===== src/rtl/bus_coherence_ctrl_if.sv =====
// ---------------------------------------------------------------------------
// bus_coherence_ctrl_if - dcache/RAM signal bundle for the coherence controller, rev 1.0
// ---------------------------------------------------------------------------
`default_nettype none

interface bus_coherence_ctrl_if #(
   parameter int CPUS = 2
);
   logic [CPUS-1:0]        dREN;
   logic [CPUS-1:0]        dWEN;
   logic [CPUS-1:0][31:0]  daddr;
   logic [CPUS-1:0][31:0]  dstore;
   logic [CPUS-1:0]        ccwrite;
   logic [CPUS-1:0]        cctrans;
   logic [CPUS-1:0]        dwait;
   logic [CPUS-1:0][31:0]  dload;
   logic [CPUS-1:0]        ccwait;
   logic [CPUS-1:0]        ccinv;
   logic [CPUS-1:0][31:0]  ccsnoopaddr;
   logic                   ramREN;
   logic                   ramWEN;
   logic [31:0]            ramaddr;
   logic [31:0]            ramstore;
   logic [31:0]            ramload;
   logic [1:0]             ramstate;

   modport slave (
      input  dREN, dWEN, daddr, dstore, ccwrite, cctrans, ramload, ramstate,
      output dwait, dload, ccwait, ccinv, ccsnoopaddr, ramREN, ramWEN, ramaddr, ramstore
   );

   modport master (
      output dREN, dWEN, daddr, dstore, ccwrite, cctrans, ramload, ramstate,
      input  dwait, dload, ccwait, ccinv, ccsnoopaddr, ramREN, ramWEN, ramaddr, ramstore
   );
endinterface

`default_nettype wire


===== src/rtl/bus_coherence_ctrl.sv =====
// ---------------------------------------------------------------------------
// bus_coherence_ctrl - snooping MESI fill/write-back controller for two dcaches, rev 1.0
// ---------------------------------------------------------------------------
`default_nettype none

module bus_coherence_ctrl #(
   parameter int CPUS      = 2,
   parameter int BLK_WORDS = 2
) (
   input  logic                  CLK,
   input  logic                  nRST,
   bus_coherence_ctrl_if.slave   bus
);

   localparam int         WCW        = (BLK_WORDS > 1) ? $clog2(BLK_WORDS) : 1;
   localparam logic [1:0] RAM_ACCESS = 2'd2;

   localparam logic [2:0] IDLE   = 3'd0;
   localparam logic [2:0] ARB    = 3'd1;
   localparam logic [2:0] SNOOP  = 3'd2;
   localparam logic [2:0] C2C    = 3'd3;
   localparam logic [2:0] RAM_LD = 3'd4;
   localparam logic [2:0] WB     = 3'd5;

   logic [2:0]      state;
   logic [2:0]      next_state;
   logic [WCW-1:0]  wcnt;
   logic            req;
   logic            last;
   logic            grant;
   logic            peer;
   logic            access;
   logic            last_word;
   logic [CPUS-1:0] req_v;

   assign req_v     = bus.dREN | bus.dWEN;
   assign peer      = ~req;
   assign access    = (bus.ramstate == RAM_ACCESS);
   assign last_word = (wcnt == WCW'(BLK_WORDS - 1));

   // Round-robin: on a tie the cache that was not granted last time wins.
   always_comb begin
      grant = req_v[1];
      if (&req_v) begin
         grant = ~last;
      end
   end

   always_comb begin
      next_state = state;
      case (state)
         IDLE: begin
            if (|req_v) next_state = ARB;
         end
         ARB: begin
            if (!(|req_v))           next_state = IDLE;
            else if (bus.dWEN[grant]) next_state = WB;
            else                     next_state = SNOOP;
         end
         SNOOP: begin
            if (bus.cctrans[peer]) next_state = bus.ccwrite[peer] ? C2C : RAM_LD;
         end
         C2C, RAM_LD, WB: begin
            if (access && last_word) next_state = IDLE;
         end
         default: next_state = IDLE;
      endcase
   end

   always_ff @(posedge CLK) begin
      if (!nRST) begin
         state <= IDLE;
         wcnt  <= '0;
         last  <= 1'b0;
         req   <= 1'b0;
      end else begin
         state <= next_state;
         case (state)
            ARB: begin
               if (|req_v) begin
                  req  <= grant;
                  last <= grant;
                  wcnt <= '0;
               end
            end
            C2C, RAM_LD, WB: begin
               if (access) wcnt <= wcnt + WCW'(1);
            end
            default: ;
         endcase
      end
   end

   // Outputs are decoded from state; dwait follows ramstate in the same cycle.
   always_comb begin
      for (int i = 0; i < CPUS; i++) begin
         bus.dwait[i]       = 1'b1;
         bus.dload[i]       = 32'h0;
         bus.ccwait[i]      = 1'b0;
         bus.ccinv[i]       = 1'b0;
         bus.ccsnoopaddr[i] = 32'h0;
      end
      bus.ramREN   = 1'b0;
      bus.ramWEN   = 1'b0;
      bus.ramaddr  = 32'h0;
      bus.ramstore = 32'h0;
      case (state)
         WB: begin
            bus.ramWEN     = 1'b1;
            bus.ramaddr    = bus.daddr[req];
            bus.ramstore   = bus.dstore[req];
            bus.dwait[req] = ~access;
         end
         SNOOP: begin
            bus.ccwait[peer]      = 1'b1;
            bus.ccsnoopaddr[peer] = bus.daddr[req];
            bus.ccinv[peer]       = bus.ccwrite[req];
         end
         C2C: begin
            bus.ccwait[peer]      = 1'b1;
            bus.ccsnoopaddr[peer] = bus.daddr[req];
            bus.ccinv[peer]       = bus.ccwrite[req];
            bus.ramWEN            = 1'b1;
            bus.ramaddr           = bus.daddr[peer];
            bus.ramstore          = bus.dstore[peer];
            bus.dload[req]        = bus.dstore[peer];
            bus.dwait[req]        = ~access;
            bus.dwait[peer]       = ~access;
         end
         RAM_LD: begin
            bus.ramREN     = 1'b1;
            bus.ramaddr    = bus.daddr[req];
            bus.dload[req] = bus.ramload;
            bus.dwait[req] = ~access;
         end
         default: ;
      endcase
   end

endmodule

`default_nettype wire


===== src/flat_wrapper.sv =====
// flat-port wrapper written by rule: the top's interface ports become plain ports
module bus_coherence_ctrl_flat 
#(
   parameter int CPUS      = 2,
   parameter int BLK_WORDS = 2
)
  (CLK, nRST, bus_dREN, bus_dWEN, bus_daddr, bus_dstore, bus_ccwrite, bus_cctrans, bus_ramload, bus_ramstate, bus_dwait, bus_dload, bus_ccwait, bus_ccinv, bus_ccsnoopaddr, bus_ramREN, bus_ramWEN, bus_ramaddr, bus_ramstore);
  bus_coherence_ctrl_if #(.CPUS(CPUS)) bus_i ();
  input  logic CLK;
  input  logic nRST;
  input wire logic [$bits(bus_i.dREN)-1:0] bus_dREN;
  input wire logic [$bits(bus_i.dWEN)-1:0] bus_dWEN;
  input wire logic [$bits(bus_i.daddr)-1:0] bus_daddr;
  input wire logic [$bits(bus_i.dstore)-1:0] bus_dstore;
  input wire logic [$bits(bus_i.ccwrite)-1:0] bus_ccwrite;
  input wire logic [$bits(bus_i.cctrans)-1:0] bus_cctrans;
  input wire logic [$bits(bus_i.ramload)-1:0] bus_ramload;
  input wire logic [$bits(bus_i.ramstate)-1:0] bus_ramstate;
  output wire logic [$bits(bus_i.dwait)-1:0] bus_dwait;
  output wire logic [$bits(bus_i.dload)-1:0] bus_dload;
  output wire logic [$bits(bus_i.ccwait)-1:0] bus_ccwait;
  output wire logic [$bits(bus_i.ccinv)-1:0] bus_ccinv;
  output wire logic [$bits(bus_i.ccsnoopaddr)-1:0] bus_ccsnoopaddr;
  output wire logic [$bits(bus_i.ramREN)-1:0] bus_ramREN;
  output wire logic [$bits(bus_i.ramWEN)-1:0] bus_ramWEN;
  output wire logic [$bits(bus_i.ramaddr)-1:0] bus_ramaddr;
  output wire logic [$bits(bus_i.ramstore)-1:0] bus_ramstore;
  assign bus_i.dREN = bus_dREN;
  assign bus_i.dWEN = bus_dWEN;
  assign bus_i.daddr = bus_daddr;
  assign bus_i.dstore = bus_dstore;
  assign bus_i.ccwrite = bus_ccwrite;
  assign bus_i.cctrans = bus_cctrans;
  assign bus_i.ramload = bus_ramload;
  assign bus_i.ramstate = bus_ramstate;
  assign bus_dwait = bus_i.dwait;
  assign bus_dload = bus_i.dload;
  assign bus_ccwait = bus_i.ccwait;
  assign bus_ccinv = bus_i.ccinv;
  assign bus_ccsnoopaddr = bus_i.ccsnoopaddr;
  assign bus_ramREN = bus_i.ramREN;
  assign bus_ramWEN = bus_i.ramWEN;
  assign bus_ramaddr = bus_i.ramaddr;
  assign bus_ramstore = bus_i.ramstore;
  bus_coherence_ctrl #(.CPUS(CPUS), .BLK_WORDS(BLK_WORDS)) u_core (.CLK(CLK), .nRST(nRST), .bus(bus_i));
endmodule

===== config.mk =====
export PLATFORM = sky130hd
export DESIGN_NAME = bus_coherence_ctrl_flat
export DESIGN_NICKNAME = d
export VERILOG_FILES = /design/src/rtl/bus_coherence_ctrl_if.sv /design/src/rtl/bus_coherence_ctrl.sv /design/src/flat_wrapper.sv
export SDC_FILE = /design/constraint.sdc
export NUM_CORES = 1
export LEC_CHECK = 0
export CORE_AREA = 4 4 144 146
export DETAILED_ROUTE_END_ITERATION = 6
export DIE_AREA = 0 0 148 150
export GPL_TIMING_DRIVEN = 0
export PLACE_DENSITY_LB_ADDON = 0.1
export SKIP_CTS_REPAIR_TIMING = 1
export SYNTH_ARGS = -nofsm -noshare
export SYNTH_HDL_FRONTEND = slang
export SYNTH_SLANG_ARGS = --single-unit

===== constraint.sdc =====
create_clock -name CLK -period 1.8 [get_ports CLK]
set_input_delay 0.27 -clock CLK [delete_from_list [all_inputs] [get_ports CLK]]
set_output_delay 0.27 -clock CLK [all_outputs]
set_load 0.03 [all_outputs]

; After elaboration in Yosys (flattened, before gate mapping)
; Cells that the tools add are included.
[word_totals]
reg_bits = 5
latchBits = 0
mem_bits_rw = 0
romBits = 0
input_bits = 172
out_inout_bits = 200
word_cells = 88
memories = 0
[op_classes]
n_addsub = 1
mul = 0
div_mod_pow = 0
order_cmp = 5
eq_ne = 11
n_shift = 0
mux = 45
bitwise = 9
n_reduce_logical = 14
[ops]
columns = operator, count
row1 = $mux W32, 10
row2 = $and A64 B64 Y64, 3
row3 = $pmux W32 S2, 2
row4 = $pmux W64 S2, 1
row5 = $demux W32 S1, 2
row6 = $mux W64, 1
row7 = $mux W3, 6
row8 = $mux W1, 15
row9 = $pmux W3 S4, 1
row10 = $ne A2 B1 Y1 const B, 5
row11 = $reduce_or A2 Y1, 4
row12 = $eq A3 B2 Y1 const B, 2
row13 = $eq A3 B3 Y1 const B, 2
row14 = $lt A1 B2 Y1 const B, 3
row15 = $reduce_and A3 Y1, 2
row16 = $mux W2, 2
row17 = $or A2 B2 Y2, 2
row18 = $pmux W2 S2, 1
row19 = $reduce_and A2 Y1, 2
row20 = $eq A3 B1 Y1 const B, 1
row21 = $logic_and A1 B1 Y1, 3
row22 = $logic_not A3 Y1, 1
row23 = $reduce_or A3 Y1, 1
row24 = $and A2 B2 Y2, 1
row25 = other kinds (9), 12

; Longest topological paths before layout
[logic_depth]
word_depth = 8
ltp_mapped = 6

; Worst setup path before layout
; No wires, ideal clock.
[synth_path]
kind = reg2out
from = reg u_core.state[1]
to = out bus_ramstore[0]
t_arrival_ns = 1.712
path_slack_ns = -0.182
stages_incl_launch_ff = 7
path_buffers = 2
path_cell_list = dfxtp_1 > nor2b_2 > and2_1 > buf_4 > buf_2 > nand2_1 > a31oi_1
[synth_between]
elab_chain_len = 2
[synth_rtl]
columns = item, line
row1 = "start, declared", bus_coherence_ctrl.sv:25  ; logic [2:0] state;
row2 = "start signal, assigned", bus_coherence_ctrl.sv:77  ; state <= next_state;
row3 = $eq A3 B2 Y1 / $eq A3 B3 Y1 (equally long branches), bus_coherence_ctrl.sv:107  ; case (state)
row4 = $pmux W32 S2 (*), bus_coherence_ctrl.sv:107
row5 = "end, declared", flat_wrapper.sv:27  ; output wire logic [$bits(bus_i.ramstore)-1:0] bus_ramstore;
; Every way passes the cells marked *; elsewhere a longest branch is shown, timed or not.

; Worst setup path in the final report
[layout_path]
from = reg u_core.state[1]
to = out bus_ramaddr[2]
[layout_between]
elab_chain_len = 3
[layout_rtl]
columns = item, line
row1 = $eq A3 B3 Y1, bus_coherence_ctrl.sv:107
row2 = $reduce_or A2 Y1 (no line), --
row3 = $pmux W32 S2 (*), bus_coherence_ctrl.sv:107
row4 = "end, declared", flat_wrapper.sv:26  ; output wire logic [$bits(bus_i.ramaddr)-1:0] bus_ramaddr;
; Marked as above.

==> results.json <==
{
  "finClkSkew_ns": 0.004861,
  "numCtsBuffers": 3,
  "htree_levels": 1,
  "ys_ff_latch": 5,
  "fp-row-count": 51,
  "syn-num-nets": 720,
  "critical_path_required_ns": 1.53,
  "dp_hpwl_um": 21150,
  "seq_area_um2": 106.4,
  "worst_slew_pin_slew_ns": 0.6111,
  "grt_first_pass_wirelength_um": 38330,
  "n_antenna_cell": 0,
  "clock_path_buffers": 2,
  "hp-class": "register to register",
  "first_iter_violations": 140,
  "vias_per_cell": 5.178,
  "start_kind": "register",
  "syn-instance-count": 548,
  "drc": 0,
  "place_congestion": 0.8067,
  "clk_latency_ns": 0.23,
  "cp.arrival_ns": 1.81,
  "port_buffers": 371,
  "maxCapViolations": 0,
  "die_area_um2": 22200,
  "hold_viol_final": 0,
  "antenna_found_initial": 0,
  "stdcell_count": 1197,
  "core_area_um2": 19400,
  "p_per_area_nw_per_um2": 1274,
  "rsz0062_at_grt": "true",
  "finalMaxSlewViolations": 0,
  "first_pass_iters": 4,
  "die_w_um": 148,
  "p_leak_nw": 4.523,
  "clk_pin_slew_ns": 0.04,
  "initial_core_util_pct": 16.18,
  "setup_viol": 187,
  "r2r-end": "u_core.state[0]",
  "cts_root_buf": "clkbuf_16",
  "rr_startpoint": "u_core.state[0]",
  "synth_edf_count": 0,
  "fin_ws_ns": -0.2751,
  "crit_type": "register to output port",
  "synth-seq-area-share_pct": 3.190,
  "drive_gt1_share_pct": 51.18,
  "die_y_um": 150,
  "cp-endpoint": "bus_ramaddr[2]",
  "fin_worst_hold_slack_ns": 0.6400,
  "outcome": "finished with violations",
  "utilization_pct": 47.67,
  "grt_start_max_net_pins": 11,
  "hold_depth": 2,
  "final_common_cell": "clkdlybuf4s50_1",
  "ys.flop_type": "dfxtp_1",
  "areaGrowthSynthToFinish_pct": 194.7,
  "rrSetupSlack_ns": 0.22,
  "dpl.cell_count": 1184,
  "slew_headroom_pct": 58.73,
  "async_flop_share_pct": 0,
  "ant_nets": 0,
  "finalCritPeriodShare_pct": 115.3,
  "ir_drop_uv": 538.8,
  "grt_pass1_vias": 6132,
  "ys_types": 39,
  "final_cell_mix": "clkdlybuf4s50_1, nand2_1, buf_6",
  "end_kind": "output port",
  "cp_max_fo": 10,
  "clock.fmax_mhz": 481.9,
  "routed_wl_um": 27140,
  "cts_sinks": 5,
  "cts_tree": "built",
  "yosysWarnings": 0,
  "n_fill_cell": 1990,
  "crit_start": "u_core.state[1]",
  "reg2regPathDepth": 5,
  "overflow": 0,
  "syn-mean-instance-area_um2": 5.726,
  "wire_per_inst_um": 22.67,
  "violations": "negative setup slack",
  "multi_input_area_um2": 4317,
  "min_period_ns": 2.075,
  "syn_area_um2": 3138,
  "dr_total_vias": 6198,
  "track_usage_pct": 21.66,
  "ios": 372,
  "nets": 1105
}
worst min-delay path by stage:
stage / from / endpoint / slack (ns)
6_report: u_core.last_word / u_core.last_word / 0.64
2_1_floorplan: nRST / u_core.state[2] / 0.40
4_1_cts: u_core.last_word / u_core.last_word / 0.64
3_3_place_gp: u_core.last_word / u_core.last_word / 0.62
3_5_place_dp: u_core.last_word / u_core.last_word / 0.62
5_1_grt: u_core.state[2] / u_core.last_word / 0.68
per-layer routing:
metal,up-vias,wire (um),global-route usage (%),part of all wire (%)
met2,248,14220,40.83,52
met4,0,442,2.633,1.6
met5,-,0,0,0
li1,2911,-,-,-
met3,30,1893,4.724,7.0
met1,3009,10580,25.80,39
worst max-delay path, cell delays in order, from the launching register on:
cell,delay (ns)
dfxtp_2,0.33
nor2b_4,0.13
and2_4,0.18
buf_6,0.16
buf_8,0.16
a221oi_1,0.35
nor2_2,0.07
buf_2,0.19
cells in the mapped netlist (all sizes together) (2+ instances only):
master / count / share of area [%]
a21oi: 64 / 10
a221oi: 96 / 27
a31oi: 32 / 6.4
and2: 5 / 1.0
and3: 66 / 13
buf: 33 / 5.5
clkbuf: 40 / 4.8
dfxtp: 5 / 3.2
inv: 2 / 0.24
mux2i: 3 / 0.96
nand2: 129 / 15
nand2b: 2 / 0.40
nand3: 2 / 0.32
nand3b: 2 / 0.48
nand4b: 2 / 0.56
nor2: 39 / 4.7
nor2b: 3 / 0.68
o211ai: 2 / 0.48
o21ai: 6 / 0.96
flip-flops by register name, summed over array words and instances (netlist names):
name	count
u_core.state	3
u_core.last_word	1
u_core.req	1
through the flow:
step | power (W) | area, um2 | TNS [ns] | setup slack, ns
finish | 0.01178 | 9246 | -30.95 | -0.2751
CTS | 0.01051 | 7953 | -213.32 | -1.415
global route | 0.01240 | 9246 | -44.73 | -0.3262
global placement | 0.01012 | 7873 | -163.41 | -1.177
floorplan | 0.006158 | 3827 | -0.2352 | -0.07290
detailed placement | 0.01011 | 7873 | -163.50 | -1.157
cell type report:
cell class                 instances  share of cell area [%]
buffer                            73                   7.970
clock buffer                       3                  0.8119
clock inverter                     1                 0.05413
inverter                           2                  0.1083
multi-input combinational        468                   46.68
sequential                         5                   1.150
tap                              265                   3.586
timing repair buffer             380                   39.63
cell families (layout without fill, tap and decap cells):
| group | Yosys count | count (layout) | share of synthesized area (%) |
|---|---|---|---|
| flops | 5 | 5 | 3.190 |
| buf+inv | 75 | 459 | 10.53 |
| compound gates | 211 | 211 | 47.77 |
| mux | 3 | 3 | 0.9570 |
| simple gates | 254 | 254 | 37.56 |
report_power, final:
part | total (W) | internal, W | switching (W)
Sequential | 0.000222 | 0.000162 | 0.0000603
Combinational | 0.0112 | 0.00432 | 0.00687
Clock | 0.000367 | 0.000291 | 0.0000767
Total | 0.0118 | 0.00478 | 0.00701
No activity file was read; power rests on OpenSTA's default activity.
